--- src/rtl/hamming_scrub_ctrl.sv ---
// rtl/hamming_scrub_ctrl.sv - background scrubber for a memory of Hamming (7,4) codewords
// Optional HAMMING_SCRUB_LOG_EN adds err_addr/err_syndrome capture of the last corrected word.
module hamming_scrub_ctrl #(
  parameter int ADDR_W   = 4,
  parameter int DEPTH    = 16,
  parameter int INTERVAL = 8
) (
  input  logic              clk,
  input  logic              rst_n,
  input  logic              start,
  input  logic              clr_count,
  output logic              busy,
  output logic              done,
  output logic              mem_req,
  output logic              mem_we,
  output logic [ADDR_W-1:0] mem_addr,
  output logic [6:0]        mem_wdata,
  input  logic [6:0]        mem_rdata,
  input  logic              mem_ack,
`ifdef HAMMING_SCRUB_LOG_EN
  output logic [ADDR_W-1:0] err_addr,
  output logic [2:0]        err_syndrome,
`endif
  output logic [7:0]        err_count
);

  localparam int GAP_W = (INTERVAL > 1) ? $clog2(INTERVAL) : 1;
  localparam logic [ADDR_W-1:0] LAST_ADDR = ADDR_W'(DEPTH - 1);

  typedef enum logic [2:0] {S_IDLE, S_READ, S_CHECK, S_WRITE, S_NEXT, S_GAP} state_t;

  state_t             r_state;
  state_t             w_next;
  logic [ADDR_W-1:0]  r_addr;
  logic [6:0]         r_wdata;
  logic [6:0]         r_cap;
  logic [7:0]         r_count;
  logic [GAP_W-1:0]   r_gap;
  logic               r_done;
  logic [2:0]         w_syn;
  logic [6:0]         w_fix;
  logic               w_last;

  // Syndrome value is the 1-based position of the flipped bit.
  assign w_syn  = {r_cap[3] ^ r_cap[4] ^ r_cap[5] ^ r_cap[6],
                   r_cap[1] ^ r_cap[2] ^ r_cap[5] ^ r_cap[6],
                   r_cap[0] ^ r_cap[2] ^ r_cap[4] ^ r_cap[6]};
  assign w_fix  = r_cap ^ (7'd1 << (w_syn - 3'd1));
  assign w_last = (r_addr == LAST_ADDR);

  always_ff @(posedge clk or negedge rst_n) begin
    if (!rst_n) begin
      r_state <= S_IDLE;
    end else begin
      r_state <= w_next;
    end
  end

  always_comb begin
    w_next = r_state;
    case (r_state)
      S_IDLE:  if (start) w_next = S_READ;
      S_READ:  if (mem_ack) w_next = S_CHECK;
      S_CHECK: w_next = (w_syn != 3'd0) ? S_WRITE : S_NEXT;
      S_WRITE: if (mem_ack) w_next = S_NEXT;
      S_NEXT: begin
        if (w_last)             w_next = S_IDLE;
        else if (INTERVAL == 0) w_next = S_READ;
        else                    w_next = S_GAP;
      end
      S_GAP:   if (r_gap == '0) w_next = S_READ;
      default: w_next = S_IDLE;
    endcase
  end

  always_comb begin
    busy    = (r_state != S_IDLE);
    mem_req = (r_state == S_READ) || (r_state == S_WRITE);
    mem_we  = (r_state == S_WRITE);
  end

  always_ff @(posedge clk or negedge rst_n) begin
    if (!rst_n) begin
      r_addr  <= '0;
      r_wdata <= '0;
      r_cap   <= '0;
      r_gap   <= '0;
      r_done  <= 1'b0;
    end else begin
      r_done <= (r_state == S_NEXT) && w_last;
      case (r_state)
        S_IDLE:  if (start) r_addr <= '0;
        S_READ:  if (mem_ack) r_cap <= mem_rdata;
        S_CHECK: if (w_syn != 3'd0) r_wdata <= w_fix;
        S_NEXT: begin
          if (!w_last) begin
            r_addr <= r_addr + 1'b1;
            r_gap  <= GAP_W'((INTERVAL > 0) ? INTERVAL - 1 : 0);
          end
        end
        S_GAP:   if (r_gap != '0) r_gap <= r_gap - 1'b1;
        default: ;
      endcase
    end
  end

  // Clear has priority over a same-cycle increment.
  always_ff @(posedge clk or negedge rst_n) begin
    if (!rst_n) begin
      r_count <= '0;
    end else if (clr_count) begin
      r_count <= '0;
    end else if ((r_state == S_CHECK) && (w_syn != 3'd0) && (r_count != 8'hFF)) begin
      r_count <= r_count + 8'd1;
    end
  end

`ifdef HAMMING_SCRUB_LOG_EN
  logic [ADDR_W-1:0] r_err_addr;
  logic [2:0]        r_err_syn;

  always_ff @(posedge clk or negedge rst_n) begin
    if (!rst_n) begin
      r_err_addr <= '0;
      r_err_syn  <= '0;
    end else if ((r_state == S_CHECK) && (w_syn != 3'd0)) begin
      r_err_addr <= r_addr;
      r_err_syn  <= w_syn;
    end
  end

  assign err_addr     = r_err_addr;
  assign err_syndrome = r_err_syn;
`endif

  assign done      = r_done;
  assign mem_addr  = r_addr;
  assign mem_wdata = r_wdata;
  assign err_count = r_count;

endmodule

--- config.mk ---
export PLATFORM = sky130hd
export DESIGN_NAME = hamming_scrub_ctrl
export DESIGN_NICKNAME = d
export VERILOG_FILES = /design/src/rtl/hamming_scrub_ctrl.sv
export SDC_FILE = /design/constraint.sdc
export NUM_CORES = 1
export LEC_CHECK = 0
export CAP_MARGIN = 20
export CORE_UTILIZATION = 35
export CTS_CLUSTER_DIAMETER = 150
export CTS_CLUSTER_SIZE = 8
export DETAILED_ROUTE_END_ITERATION = 16
export DONT_BUFFER_PORTS = 1
export GPL_ROUTABILITY_DRIVEN = 0
export SYNTH_ARGS = -nofsm -noshare
export SYNTH_HDL_FRONTEND = slang
export SYNTH_SLANG_ARGS = --single-unit
--- constraint.sdc ---
create_clock -name clk -period 3.75 [get_ports clk]
set_clock_uncertainty 0.1 [all_clocks]
set_input_delay 0.375 -clock clk [delete_from_list [all_inputs] [get_ports clk]]
set_output_delay 0.375 -clock clk [all_outputs]
set_load 0.005 [all_outputs]
# [After elaboration in Yosys (flattened, before gate mapping)]
# Cells that the tools add are included.
# Widths: inputs -> output; s select.
[op_classes] addsub=4 eq_ne=13 n_shift=1 n_mux=15 bitwise=10 reduce_logical=17
[op_table] op="$mux 3" n=8
[op_table] op="$pmux 3 s6" n=1
[op_table] op="$mux 8" n=2
[op_table] op="$ne 2x2->1 const B" n=5
[op_table] op="$reduce_bool 3->1" n=3
[op_table] op="$xor 1x1->1" n=9
[op_table] op="$add 8x1->8 const B" n=1
[op_table] op="$mux 4" n=2
[op_table] op="$ne 8x8->1 const B" n=1
[op_table] op="$pmux 4 s2" n=1
[op_table] op="$shl 1x3->7 const A" n=1
[op_table] op="$xor 7x7->7" n=1
[op_table] op="$eq 3x2->1 const B" n=2
[op_table] op="$eq 3x3->1 const B" n=2
[op_table] op="$logic_not 3->1" n=2
[op_table] op="$pmux 3 s2" n=1
[op_table] op="$reduce_and 3->1" n=2
[op_table] op="$reduce_bool 2->1" n=3
[op_table] op="$sub 3x1->3 const B" n=2
[op_table] op="$add 4x1->4 const B" n=1
[op_table] op="$eq 4x4->1 const B" n=1
[op_table] op="$reduce_and 2->1" n=2
[op_table] op="$reduce_and 4->1" n=1
[op_table] op="$eq 3x1->1 const B" n=1
[op_table] op="3 further kinds" n=5
[totals] ff_bits=33 word_cells=67

# [Depth between registers and ports, before layout]
[logic_depth] depth_word=8 ltp_mapped=11 ltp_nobuf=8

# [Least setup slack after synthesis]
# No wires, ideal clock.
[synth_timing] path_type="register to register" startpoint="reg r_cap[6]" endpoint="reg r_count[5] (netlist: err_count[5])" setup_ns=0.078 arrival_time_ns=2.612 t_required_ns=3.572 path_slack_ns=0.960 path_stages_with_launch=9 path_buffers=2 period_less_slack_ns=2.790 path_cell_list="dfrtp_1 > buf_2 > xnor2_1 > o31ai_1 > ha_1 > or4b_1 > buf_2 > or4_1 > a21oi_1"
[synth_via] elab_chain_cells=5 elab_cells_between_ends=7
[synth_rtl] element="start, declared" line_no="36" rtl="logic [6:0] r_cap;"
[synth_rtl] element="start signal, assigned" line_no="93" rtl="S_READ: if (mem_ack) r_cap <= mem_rdata;"
[synth_rtl] element="$xor 1x1->1 (on tied branches)" line_no="47, 45, 46"
[synth_rtl] element="$reduce_bool 3->1 *" line_no="113" rtl="end else if ((r_state == S_CHECK) && (w_syn != 3'd0) && (r_count != 8'hFF)) begin"
[synth_rtl] element="$logic_and 1x1->1 * (2 in series)" line_no="113"
[synth_rtl] element="$reduce_bool 2->1 (no source line) *"
[synth_rtl] element="end signal, assigned" line_no="114" rtl="r_count <= r_count + 8'd1;"
[synth_rtl] element="end, declared" line_no="37" rtl="logic [7:0] r_count;"
# Mark *: on every way between the ends. The rest lies on a longest branch, timed or not.
# A chain may end at the register's enable or synchronous reset.

# [Worst setup path after layout]
[layout_timing] startpoint="reg r_cap[6]" endpoint="reg r_count[7] (netlist: err_count[7])"
# Same word-level chain as after synthesis.

==> impl_metrics.tcl <==
set metrics [dict create \
    yosysSeqAreaShare_pct 42.8 \
    antenna_found_initial 0 \
    routed_wl_um 4140 \
    placementRows 26 \
    floorplan.initialDensity_pct 37.1 \
    design_area_sq_um 2090 \
    final_common_cell "dfrtp_1" \
    die_h_um 76.2 \
    cp_max_fo 10 \
    routed_via_density 5.63 \
    cts.htree.levels 2 \
    post-route-min-period_ns 3.02 \
    cts_tree "built" \
    gr-usage-all-layers_pct 14.9 \
    cp.depth 7 \
    dpl_cell_area_sq_um 1980 \
    vias 1515 \
    start_kind "register" \
    final.fill_count 540 \
    critical_path_class "reg2reg" \
    crit_path_cell_trace "xnor2_1 -> o31ai_1 -> ha_1 -> or4b_1 -> a211oi_2 -> a311oi_1 -> a41o_1" \
    synth_cell_type_count 48 \
    yosysTopAreaCellShare_pct 42.8 \
    clk_pin_slew_ns 0.07 \
    n_antenna_cell 0 \
    synth_nets 217 \
    synthToLayoutAreaGrowth_pct 8.56 \
    status "finished, final reports clean" \
    die_w_um 76.2 \
    slowest_delay_ns 0.63 \
    clkSinkCount 33 \
    drc 0 \
    worst_pin_slew_ns 0.714 \
    hpwlAfterDp_um 2870 \
    critPathLaunch "r_cap[6]" \
    synth_largest_area_cell "dfrtp_1" \
    p_leak_nw 0.903 \
    end_kind "register" \
    coreArea_sq_um 5200 \
    cap_viol_max_count 0 \
    ant_nets 0 \
    peakVddDrop_uv 480 \
    relSlewSlack_pct 52.1 \
    hold_class "in2reg" \
    fin_crit_sh_pct 80.6 \
    cp_slowest_cell "xnor2_1" \
    cts_root_buffer "clkbuf_8" \
    r2r-start "r_cap[6]" \
    ys_seq_elements 33 \
    setup_viol 0 \
    async_flop_share_pct 100 \
    path_buf_inv 0 \
    grt_pass1_wl_um 6840 \
    drive_gt1_share_pct 10.1 \
    maxSlewViolCount 0 \
    r2r_end "err_count[7]" \
    synthCells 200 \
    r2r_slack_ns 0.73 \
    clk_latency_ns 0.29 \
    reg2regPathDepth 7 \
    first_pass_iters 4 \
    cp_top_family "compound AO/OA/AOI/OAI gates" \
    syn_area_sq_um 1930 \
    cts_buffer_depth 2 \
    crit_path_end "err_count[7]" \
    die_area_sq_um 5810 \
    wl_per_cell_um 15.4 \
    port_buffers 0 \
    drtIter0Drc 115 \
    power_density_nw_per_um2 927 \
    fin_nets 216 \
    required_ns 3.82 \
    ioPinCount 35 \
    grt_max_degree 34 \
    first_global_vias 1449 \
    cp.arrival_ns 3.10 \
    syn_avg_cell_area_sq_um 9.65 \
    synth_edf_count 0 \
    synthTopCellsByArea "dfrtp_1 43%, mux2_2 4.7%, nand4_1 3.9%" \
    post_cts_buffers 0 \
    numCtsBuffers 5 \
    yosys_warnings 0 \
    fmax_mhz 331 \
    rsz0062_at_grt "no" \
    hold_violations 0 \
    ys.flop_type "dfrtp_1" \
    finalSetupTns_ns 0 \
    grt_overflow 0 \
    most-common-layout-cells "33 x dfrtp_1, 16 x nor2_1, 15 x nand2_1, 13 x nand3_1, 12 x nand4_1" \
]
[cell families (layout without fill, tap and decap cells)]
family                     after synthesis  count (layout)  synth area share, %
and+or+nand+nor                         80              80                 22.1
AOI/OAI and AO/OA                       37              37                 14.7
DFF                                     33              33                 42.8
buffers and inverters                   19              18                 4.15
xor gates and xnor gates                16              16                 7.26
muxes                                   10              10                 5.71
adders and majority gates                5               5                 3.24
[metal layers]
metal,global-route usage (%),vias up,share of wire (%),wire [um]
met5,0,-,0,0
li1,-,736,-,-
met4,7.88,0,1.6,65
met1,18.0,727,45,1870
met2,23.6,46,48,1980
met3,4.79,6,5.6,230
[worst min path at each step]
stage	endpoint	from	cells past startpoint
after floorplan	done	rst_n	0
after global placement	mem_wdata[5]	rst_n	0
after detailed placement	mem_wdata[5]	rst_n	0
after CTS	err_count[5]	clr_count	1
after global routing	err_count[6]	clr_count	1
final	err_count[5]	clr_count	1
[area by class of cell]
class / instances / area (sq um) / share of cell area, %
Clock buffer: 7 / 86.3 / 4.12
Inverter: 7 / 26.3 / 1.25
Multi-Input combinational cell: 148 / 1020 / 48.9
Sequential cell: 33 / 826 / 39.4
Tap cell: 70 / 87.6 / 4.18
Timing Repair Buffer: 4 / 45.0 / 2.15
[where the power goes]
group | internal (mW) | switching [mW]
logic | 0.379 | 0.649
registers | 0.475 | 0.165
clock network | 0.146 | 0.128
[what timing repair did]
| action | in CTS | in global routing |
|---|---|---|
| resized for setup | 0 | 0 |
| hold buffers | 2 | 0 |
| hold endpoints to repair | 33 | 0 |
[flip-flops by register name (all words and copies together), names as in the netlist]
register and cells:
err_count 8, mem_wdata 7, r_cap 7, mem_addr 4, r_gap 3, r_state 3, done 1
[Yosys cell counts (all sizes together), types with 5 or more instances]
cell / count
nand4: 12
xor2: 8
mux2: 8
ha: 5
buf: 8
nor3: 6
nand2: 15
nand3: 13
dfrtp: 33
inv: 7
xnor2: 8
nor2: 16
a21oi: 8
[through the flow]
| stage | hold WS (ns) | total power, mW | util (%) | worst slack (ns) | cells |
|---|---|---|---|---|---|
| final | 0.0492 | 1.94 | 40.2 | 0.726 | 269 |
| after global routing | 0.0334 | 2.13 | 40.2 | 0.517 | 269 |
| after CTS | 0.0377 | 1.95 | 40.2 | 0.775 | 269 |
| after detailed placement | -0.0198 | 1.65 | 38.0 | 0.805 | 260 |
| after global placement | -0.0197 | 1.65 | 38.0 | 0.860 | 260 |
| after floorplan | -0.0206 | 1.46 | - | 0.960 | 200 |
[worst register-to-register path, stage by stage, from the launching register on]
cell and delay [ns]:
dfrtp_1 0.47, xnor2_1 0.63, o31ai_1 0.18, ha_1 0.27, or4b_1 0.58, a211oi_2 0.30
a311oi_1 0.16, a41o_1 0.22
Note: power is estimated with default switching activity, not from simulation.
